### config.mk
export PLATFORM = sky130hd
export DESIGN_NAME = refclk_second_strobe
export DESIGN_NICKNAME = d
export VERILOG_FILES = /design/src/rtl/refclk_second_strobe.sv
export SDC_FILE = /design/constraint.sdc
export NUM_CORES = 1
export LEC_CHECK = 0
export ABC_CLOCK_PERIOD_IN_PS = 2100
export CORE_UTILIZATION = 35
export CTS_CLUSTER_SIZE = 12
export DETAILED_ROUTE_END_ITERATION = 16
export GPL_TIMING_DRIVEN = 0
export PLACE_DENSITY = 0.62
export SLEW_MARGIN = 15
export SYNTH_ARGS = -nofsm -noshare
export SYNTH_HDL_FRONTEND = slang
export SYNTH_SLANG_ARGS = --single-unit
### constraint.sdc
create_clock -name i_sysclk -period 2.1 [get_ports i_sysclk]
set_clock_uncertainty 0.2 [all_clocks]
set_input_delay 0.525 -clock i_sysclk [delete_from_list [all_inputs] [get_ports i_sysclk]]
set_output_delay 0.525 -clock i_sysclk [all_outputs]
set_load 0.01 [all_outputs]
### src/rtl/refclk_second_strobe.sv
// refclk_second_strobe: synchronises a 32.768 kHz reference into sysclk,
// pulses once per reference rising edge and once per divided second.
//
// Ports:
//   i_sysclk    system clock, all state on its rising edge
//   i_reset     synchronous active-high reset
//   i_refclk    asynchronous reference oscillator
//   i_en        enables edge counting (0 freezes the counter)
//   i_fast_set  selects FAST_DIV instead of REFCLK_DIV
//   i_clear     synchronously zeroes the edge counter
//   o_ref_stb   one-cycle pulse per synchronised reference rising edge
//   o_sec_stb   one-cycle pulse on the terminal edge of each second
//   o_phase     current edge count within the second
module refclk_second_strobe #(
    parameter int unsigned REFCLK_DIV = 32768,
    parameter int unsigned FAST_DIV   = 256,
    parameter int unsigned CNT_W      = $clog2(REFCLK_DIV)
) (
    input  logic             i_sysclk,
    input  logic             i_reset,
    input  logic             i_refclk,
    input  logic             i_en,
    input  logic             i_fast_set,
    input  logic             i_clear,
    output logic             o_ref_stb,
    output logic             o_sec_stb,
    output logic [CNT_W-1:0] o_phase
);

    localparam logic [CNT_W-1:0] NORM_LAST = CNT_W'(REFCLK_DIV - 1);
    localparam logic [CNT_W-1:0] FAST_LAST = CNT_W'(FAST_DIV - 1);

    logic             sync0_q;
    logic             sync1_q;
    logic             prev_q;
    logic             ref_stb_q;
    logic             sec_stb_q;
    logic             sec_stb_d;
    logic [CNT_W-1:0] cnt_q;
    logic [CNT_W-1:0] cnt_d;
    logic [CNT_W-1:0] last;
    logic             rise;

    always_comb begin
        rise      = sync1_q & ~prev_q;
        last      = i_fast_set ? FAST_LAST : NORM_LAST;
        cnt_d     = cnt_q;
        sec_stb_d = 1'b0;
        if (i_clear) begin
            cnt_d = '0;
        end else if (rise && i_en) begin
            // >= so a switch to the shorter divisor wraps at once
            if (cnt_q >= last) begin
                cnt_d     = '0;
                sec_stb_d = 1'b1;
            end else begin
                cnt_d = cnt_q + CNT_W'(1);
            end
        end
    end

    always_ff @(posedge i_sysclk) begin
        if (i_reset) begin
            // preload high: a reference already high at release is not an edge
            sync0_q   <= 1'b1;
            sync1_q   <= 1'b1;
            prev_q    <= 1'b1;
            ref_stb_q <= 1'b0;
            sec_stb_q <= 1'b0;
            cnt_q     <= '0;
        end else begin
            sync0_q   <= i_refclk;
            sync1_q   <= sync0_q;
            prev_q    <= sync1_q;
            ref_stb_q <= rise;
            sec_stb_q <= sec_stb_d;
            cnt_q     <= cnt_d;
        end
    end

    assign o_ref_stb = ref_stb_q;
    assign o_sec_stb = sec_stb_q;
    assign o_phase   = cnt_q;

endmodule

Yosys cells after proc, flatten, opt, wreduce, memory -nomap -nowiden
Cells that the tools add are included.

cells by class
  reduce and logical (&&, ||, !) cells = 3
  shifts and indexed selects = 0
  order comparisons = 1
  equality and inequality tests = 0
  add/subtract/negate cells = 1
  div/mod/pow operators = 0
  bitwise gates (word level) = 3
  muxes and demuxes = 3
  multiply operators = 0

operators by type and width
  cell                   number
  $mux 15                2
  $add 15x1->15 const B  1
  $ge 15x15->1           1
  $reduce_or 3->1        1
  $not 1->1              2
  $reduce_or 2->1        1
  $and 1x1->1            1
  $logic_and 1x1->1      1
  $mux 1                 1

storage, ports and cells
  memory bits (read-only) = 0
  flip-flop bits (word level) = 20
  RAM bits = 0
  input port bits = 6
  memories = 0
  latch bits = 0

Logic depth before layout (Yosys ltp)
  depth after elaboration = 5
  mapped depth = 7
  gate-level depth less buffers = 5

Worst setup path before layout
Ideal clock, no wire load.

  kind = input port to flip-flop
  start = in i_fast_set
  end = reg cnt_q[10] (netlist: o_phase[10])
  slack = 53 ps
  setup time = 78 ps
  arrival time = 1769 ps
  required time = 1822 ps
  path buffers = 1
  cell stages on the path = 6
  cell sequence = ha_1 -> a21oi_1 -> o21ai_0 -> a211o_1 -> buf_2 -> nor3_1

on the way
  cells in the longest elaborated chain, start to end = 3

ends and longest elaborated chain
  element               line  source
  from (decl)           23    input logic i_fast_set,
  $mux 15               46    last = i_fast_set ? FAST_LAST : NORM_LAST;
  $ge 15x15->1          53    if (cnt_q >= last) begin
  $mux 15               53
  to (signal assigned)  77    cnt_q <= cnt_d;
  to (decl)             39    logic [CNT_W-1:0] cnt_q;

Every way passes these cells.
A chain may end at the register's enable or synchronous reset.

Worst setup path in the final report
  start = reg cnt_q[8] (netlist: o_phase[8])
  end = out o_phase[8]

RTL lines
  element    line  source
  to (decl)  27    output logic [CNT_W-1:0] o_phase

No word-level cell between the ends.

==> implementation parameters <==
Parameter                              Value

Outcome
  Status    complete, but fails checks
  Violations in the final reports    DRC

Floorplan
  Die outline height    57.8 um
  Die width    57.8 um
  Core area    2850 um2
  Effective utilization at floorplan    38.2%
  # IOs    23
  # rows    19
  Overall die area    3340 um2

Finish
  Share of final-layout standard cells stronger than drive strength 1    29.0%
  Fill cells    255
  Final Net Count    160
  Antenna Cells    0
  Highest-count cells in the layout ignoring fill and taps    sky130_fd_sc_hd__clkdlybuf4s50_1, sky130_fd_sc_hd__dfxtp_1, sky130_fd_sc_hd__nor3_1
  Core occupancy in the finished layout    52.8%
  Most common cell after layout, fill and taps aside    sky130_fd_sc_hd__clkdlybuf4s50_1
  Final cell area excluding filler cells    1510 um2
  Synthesis-to-layout area growth    38.0%

CTS
  Hold Buf Count CTS    0
  TritonCTS clock tree    yes
  CTS root buffer    sky130_fd_sc_hd__clkbuf_4
  Number of H-tree branching levels    1
  Total number of clock tree sinks    20
  Clk Latency, worst-skew pair    0.32 ns
  Post-CTS clock slew at the launch and capture registers of the worst setup and hold paths    0.13 ns
  Number of buffers added by the clock tree synthesis step    3
  Maximum count of clock buffers along a single path    2

Critical path
  Critical path type    reg2out
  CP endpoint kind    output port
  Buffers plus inverters on the worst setup path    1
  Slowest cell delay on critical path    0.56 ns
  Crit path required time    1.37 ns
  Maximum fanout encountered on the critical timing path    4
  Critical path's top delay family    buffers and inverters
  CP Data Arrival Time    1.32 ns
  R2R Setup Slk    0.16 ns
  Ordered cell list for the critical path    clkdlybuf4s50_1
  Kind of start point of the critical path    register
  CP max stage cell    sky130_fd_sc_hd__clkdlybuf4s50_1

Timing
  Relative slew margins    81.3%
  Period utilization    97.2%
  Number of max-slew violations in the final report    0
  Final period demand of the worst path    2.04 ns
  Count of final hold-check violations    0
  Maximum achievable frequency    490 MHz
  Unrepaired setup endpoints after global routing    no
  Final hold slack    0.227 ns
  Final Setup Violations    0
  Measured slew at the worst slew-check pin    0.279 ns

Placement
  Placed cell area    1350 um2
  Weighted congestion reported at the end of routability-driven placement    0.734
  HPWL after DPL    1750 um
  PortBufs    22

Yosys
  Leading post-synthesis cells by cell area    sky130_fd_sc_hd__dfxtp_1, sky130_fd_sc_hd__ha_1, sky130_fd_sc_hd__nor3_1
  Number of distinct library cells after synthesis    34
  Post-synthesis instance area    1090 um2
  #FFs+latches synth    20
  Cell count after synthesis    115
  Top cell type's share of synthesized area    36.7%
  Portion of the post-synthesis area used by sequential elements    36.7%
  Average size of a mapped cell    9.49 um2
  Yosys Warn Count    0
  Library cell occupying the most area in the post-synthesis netlist    sky130_fd_sc_hd__dfxtp_1
  Post-synth net total    129

Min path
  Hold Path Class    reg2reg

Routing
  Final WL    2570 um
  Drt first-iter violations    22
  DRC errors left    2
  Number of search-and-repair iterations in the first detailed-routing pass    10
  Total number of vias    981
  Routed length per placed instance    14.6 um
  Via-per-instance ratio    5.57
  Antenna-violating nets left    0

Power and ir drop
  Clock power share    35.9%
  Switching component of the power    0.153 mW
  Logic pwr share    6.3%
  Switching portion of total power    23.1%
  Worst supply voltage drop on vdd    0.361 mV
  Leakage    0.553 nW
  Cell Pwr Density    440 nW/um2
  PnR Total Power    0.663 mW
  Part of the total power dissipated in sequential elements    57.9%
  Internal power contribution    0.510 mW

Run
  Max-Cap Viols    0

Global route
  Grt ovf    0
  Number of global-route vias before repair    919
  Maximum number of pins on one net before global-route repair    12
  GRT Util Overall    17.0%
  Antenna violations before repair    0
  First-pass GRT wire length    4280 um
synthesized netlist by cell type (all sizes together):
cell,instances
mux2i,1
o21ai,4
and3,4
and3b,1
nor3b,1
a21oi,6
xnor2,4
nand4,4
a211o,1
or2,4
nand4bb,1
xor2,5
nor3,10
o31ai,3
and4b,1
nand2,6
a211oi,6
nor2,2
nand3b,1
a21o,1
and4,1
nand3,7
or4,3
dfxtp,20
ha,8
or3,2
inv,2
buf,6
per-layer routing:
layer / part of all wire [%] / track usage [%] / routed length (um)
met5: 0 / 0 / 0
met4: 2.2 / 8.16 / 56
met3: 3.9 / 3.35 / 99
met2: 45 / 26.1 / 1150
met1: 49 / 23.0 / 1260
logic make-up after synthesis:
group / share of synthesized area, %
flip-flops: 36.7
adder cells (fa/ha/maj): 9.17
AND/OR/NAND/NOR: 27.5
XOR/XNOR: 7.22
multiplexers: 0.917
buffers and inverters: 4.82
AO/OA/AOI/OAI: 13.6
state kept, by name, summed over array words and instances, names as in the netlist:
register and flops:
o_ref_stb 1, prev_q 1, o_phase 15, sync0_q 1
o_sec_stb 1, sync1_q 1
stage by stage:
step	setup slack [ns]	setup TNS, ns	instances
final	0.0588	0	176
after global routing	0.00106	0	176
after CTS	0.00159	0	174
after detailed placement	-0.848	-12.74	168
after global placement	-0.777	-11.68	168
after floorplan	0.0528	0	115
power by group through the flow:
stage          clock network [mW]  logic, mW  registers (mW)
3_3_place_gp                    0     0.0331           0.392
5_1_grt                     0.260     0.0463           0.384
6_report                    0.238     0.0415           0.383
2_1_floorplan                   0     0.0167           0.392
3_5_place_dp                    0     0.0345           0.392
4_1_cts                     0.242     0.0374           0.384
layout make-up:
| class | count | area (um2) | area share (%) |
|---|---|---|---|
| sequential | 20 | 408 | 27.1 |
| multi-input combinational | 87 | 711 | 47.2 |
| buffer | 6 | 56.3 | 3.74 |
| tap | 31 | 38.8 | 2.58 |
| inverter | 2 | 7.51 | 0.499 |
| timing repair buffer | 26 | 248 | 16.5 |
| clock buffer | 4 | 36.3 | 2.41 |
what timing repair did:
action,in CTS,in global routing
resized for setup,8,20
buffers inserted,2,2
setup endpoints to repair,16,20
pin swaps,2,1
final timing paths:
| kind | start | endpoint | depth (start not counted) |
|---|---|---|---|
| worst max-delay path | o_phase[8] | o_phase[8] | 1 |
| worst min-delay path | sync0_q | sync1_q | 1 |
| worst max register to register | o_phase[12] | o_phase[3] | 6 |
| worst min register to register | sync0_q | sync1_q | 1 |
Note: power is estimated with default switching activity, not from simulation.
==> edit (config.mk and constraints unchanged) <==
Set the parameter `REFCLK_DIV` to 16384 (it was 32768).
--- a/src/rtl/refclk_second_strobe.sv
+++ b/src/rtl/refclk_second_strobe.sv
@@ -12,7 +12,7 @@
 //   o_sec_stb   one-cycle pulse on the terminal edge of each second
 //   o_phase     current edge count within the second
 module refclk_second_strobe #(
-    parameter int unsigned REFCLK_DIV = 32768,
+    parameter int unsigned REFCLK_DIV = 16384,
     parameter int unsigned FAST_DIV   = 256,
     parameter int unsigned CNT_W      = $clog2(REFCLK_DIV)
 ) (
Ports: changed (resized o_phase); port bits go from 23 to 22. No check against the original RTL was run, so the function may have changed too.
==> edit against the original RTL <==
Fmax decreased by 0.78%; hold slack improved by 1.0 ps; cell area decreased by 6.6%; critical path type is now in -> reg; worst setup slack got worse by 16 ps; power decreased by 11%; sequential cell count decreased by 1; wire length decreased by 6.0%; synthesized area decreased by 6.7%; highest routed layer unchanged.
==> edit: results (changes against the original RTL) <==
run_status:
  status: "finished clean"  # was finished with violations
worst_setup_path:
  slowest_stage: "or4_4"  # was clkdlybuf4s50_1
  r2r_cells: 6  # unchanged
  crit_path_end: "o_phase[5]"  # was o_phase[8]
  cp_max_fo: 9  # was 4
  arrival_ps: 2030  # was 1320 ps
  regToRegSetupSlack_ps: 70  # was 160 ps
yosys:
  ys_top_cells_by_count: "19 x dfxtp_1, 12 x nor3_1, 8 x nand2_1"  # was 20 x dfxtp_1, 10 x nor3_1, 8 x ha_1
  synthAdderAreaFrac: 0.08600  # was 0.09174
  synthArstFlopShare: 0  # unchanged
  synthMuxAreaShare: 0  # was 0.009174
  synth-compound-area-share: 0.1585  # was 0.1365
  synth_nets: 126  # was 129
  synthXorXnorAreaFrac: 0.05160  # was 0.07225
placement:
  hpwlAfterDp_mm: 1.754  # was 1.751 mm
  place_worst_setup_slack_ps: -1004  # was -848.0 ps
  gp_congestion: 0.8628  # was 0.7344
detailed_routing:
  wl_mm: 2.413  # was 2.568 mm
  vias: 989  # was 981
  first_pass_iters: 4  # was 10
  drtIter0Drc: 28  # was 22
  wl_per_cell_um: 14.03  # was 14.59 um
grt:
  met2_usage: 0.2427  # was 0.2611
  grt_util_all_layers: 0.1667  # was 0.1704
  grt_max_degree: 13  # was 12
  grt_pass1_vias: 889  # was 919
  grt_use_met3: 0.02791  # was 0.03348
  use_met1: 0.2460  # was 0.2299
  grt_pass1_wl_mm: 4.091  # was 4.284 mm
sta:
  slew_headroom: 0.6675  # was 0.8134
layout:
  nets: 155  # was 160
  fillCellCount: 269  # was 255
  syn2layout_area_growth_pct: 38.08  # was 37.96%
  drive_gt1_frac: 0.2553  # was 0.2897
  largest_reg_flops: 14  # was 15
  antenna_cells: 0  # unchanged
power:
  pg_seq_w: 0.000363  # was 0.000383 W
  p_int_w: 0.0004504  # was 0.0005097 W
  p_leak_nw: 0.4196  # was 0.5527 nW
  switchingPower_w: 0.0001409  # was 0.0001528 W
  peakVddDrop_v: 0.0003792  # was 0.0003612 V
  pg_clk_w: 0.000193  # was 0.000238 W
clock_tree:
  clkLatencyLatePin_ps: 300  # was 320 ps
[edit: worst min-delay path by stage]
stage	cells past startpoint	to	startpoint	slack, ps
3_5_place_dp	1	sync1_q	sync0_q	200
4_1_cts	1	sync1_q	sync0_q	230
6_report	1	sync1_q	sync0_q	230
5_1_grt	1	sync1_q	sync0_q	240
2_1_floorplan	1	sync1_q	sync0_q	190
3_3_place_gp	1	sync1_q	sync0_q	200
[edit: per-layer routing]
layer | vias up | wire, um
met2 | 30 | 1083
met3 | 2 | 111
met5 | - | 0
li1 | 496 | -
met4 | 0 | 17
met1 | 461 | 1201
[edit: layout make-up]
class	count	area share
plain buffers	2	0.005338
clock buffers	3	0.01601
clock inverters	1	0.005338
inverters	3	0.008007
multi-input cells	88	0.4804
flip-flops and latches	19	0.2820
well taps	31	0.02758
repair buffers	25	0.1753
[edit: timing repair]
item / in CTS / in global routing
endpoints found under the setup margin: 18 / 18
gates resized for setup: 10 / 10
pin swaps: 5 / 0
endpoints found under the hold margin: 0 / 0
buffers inserted: 4 / 0
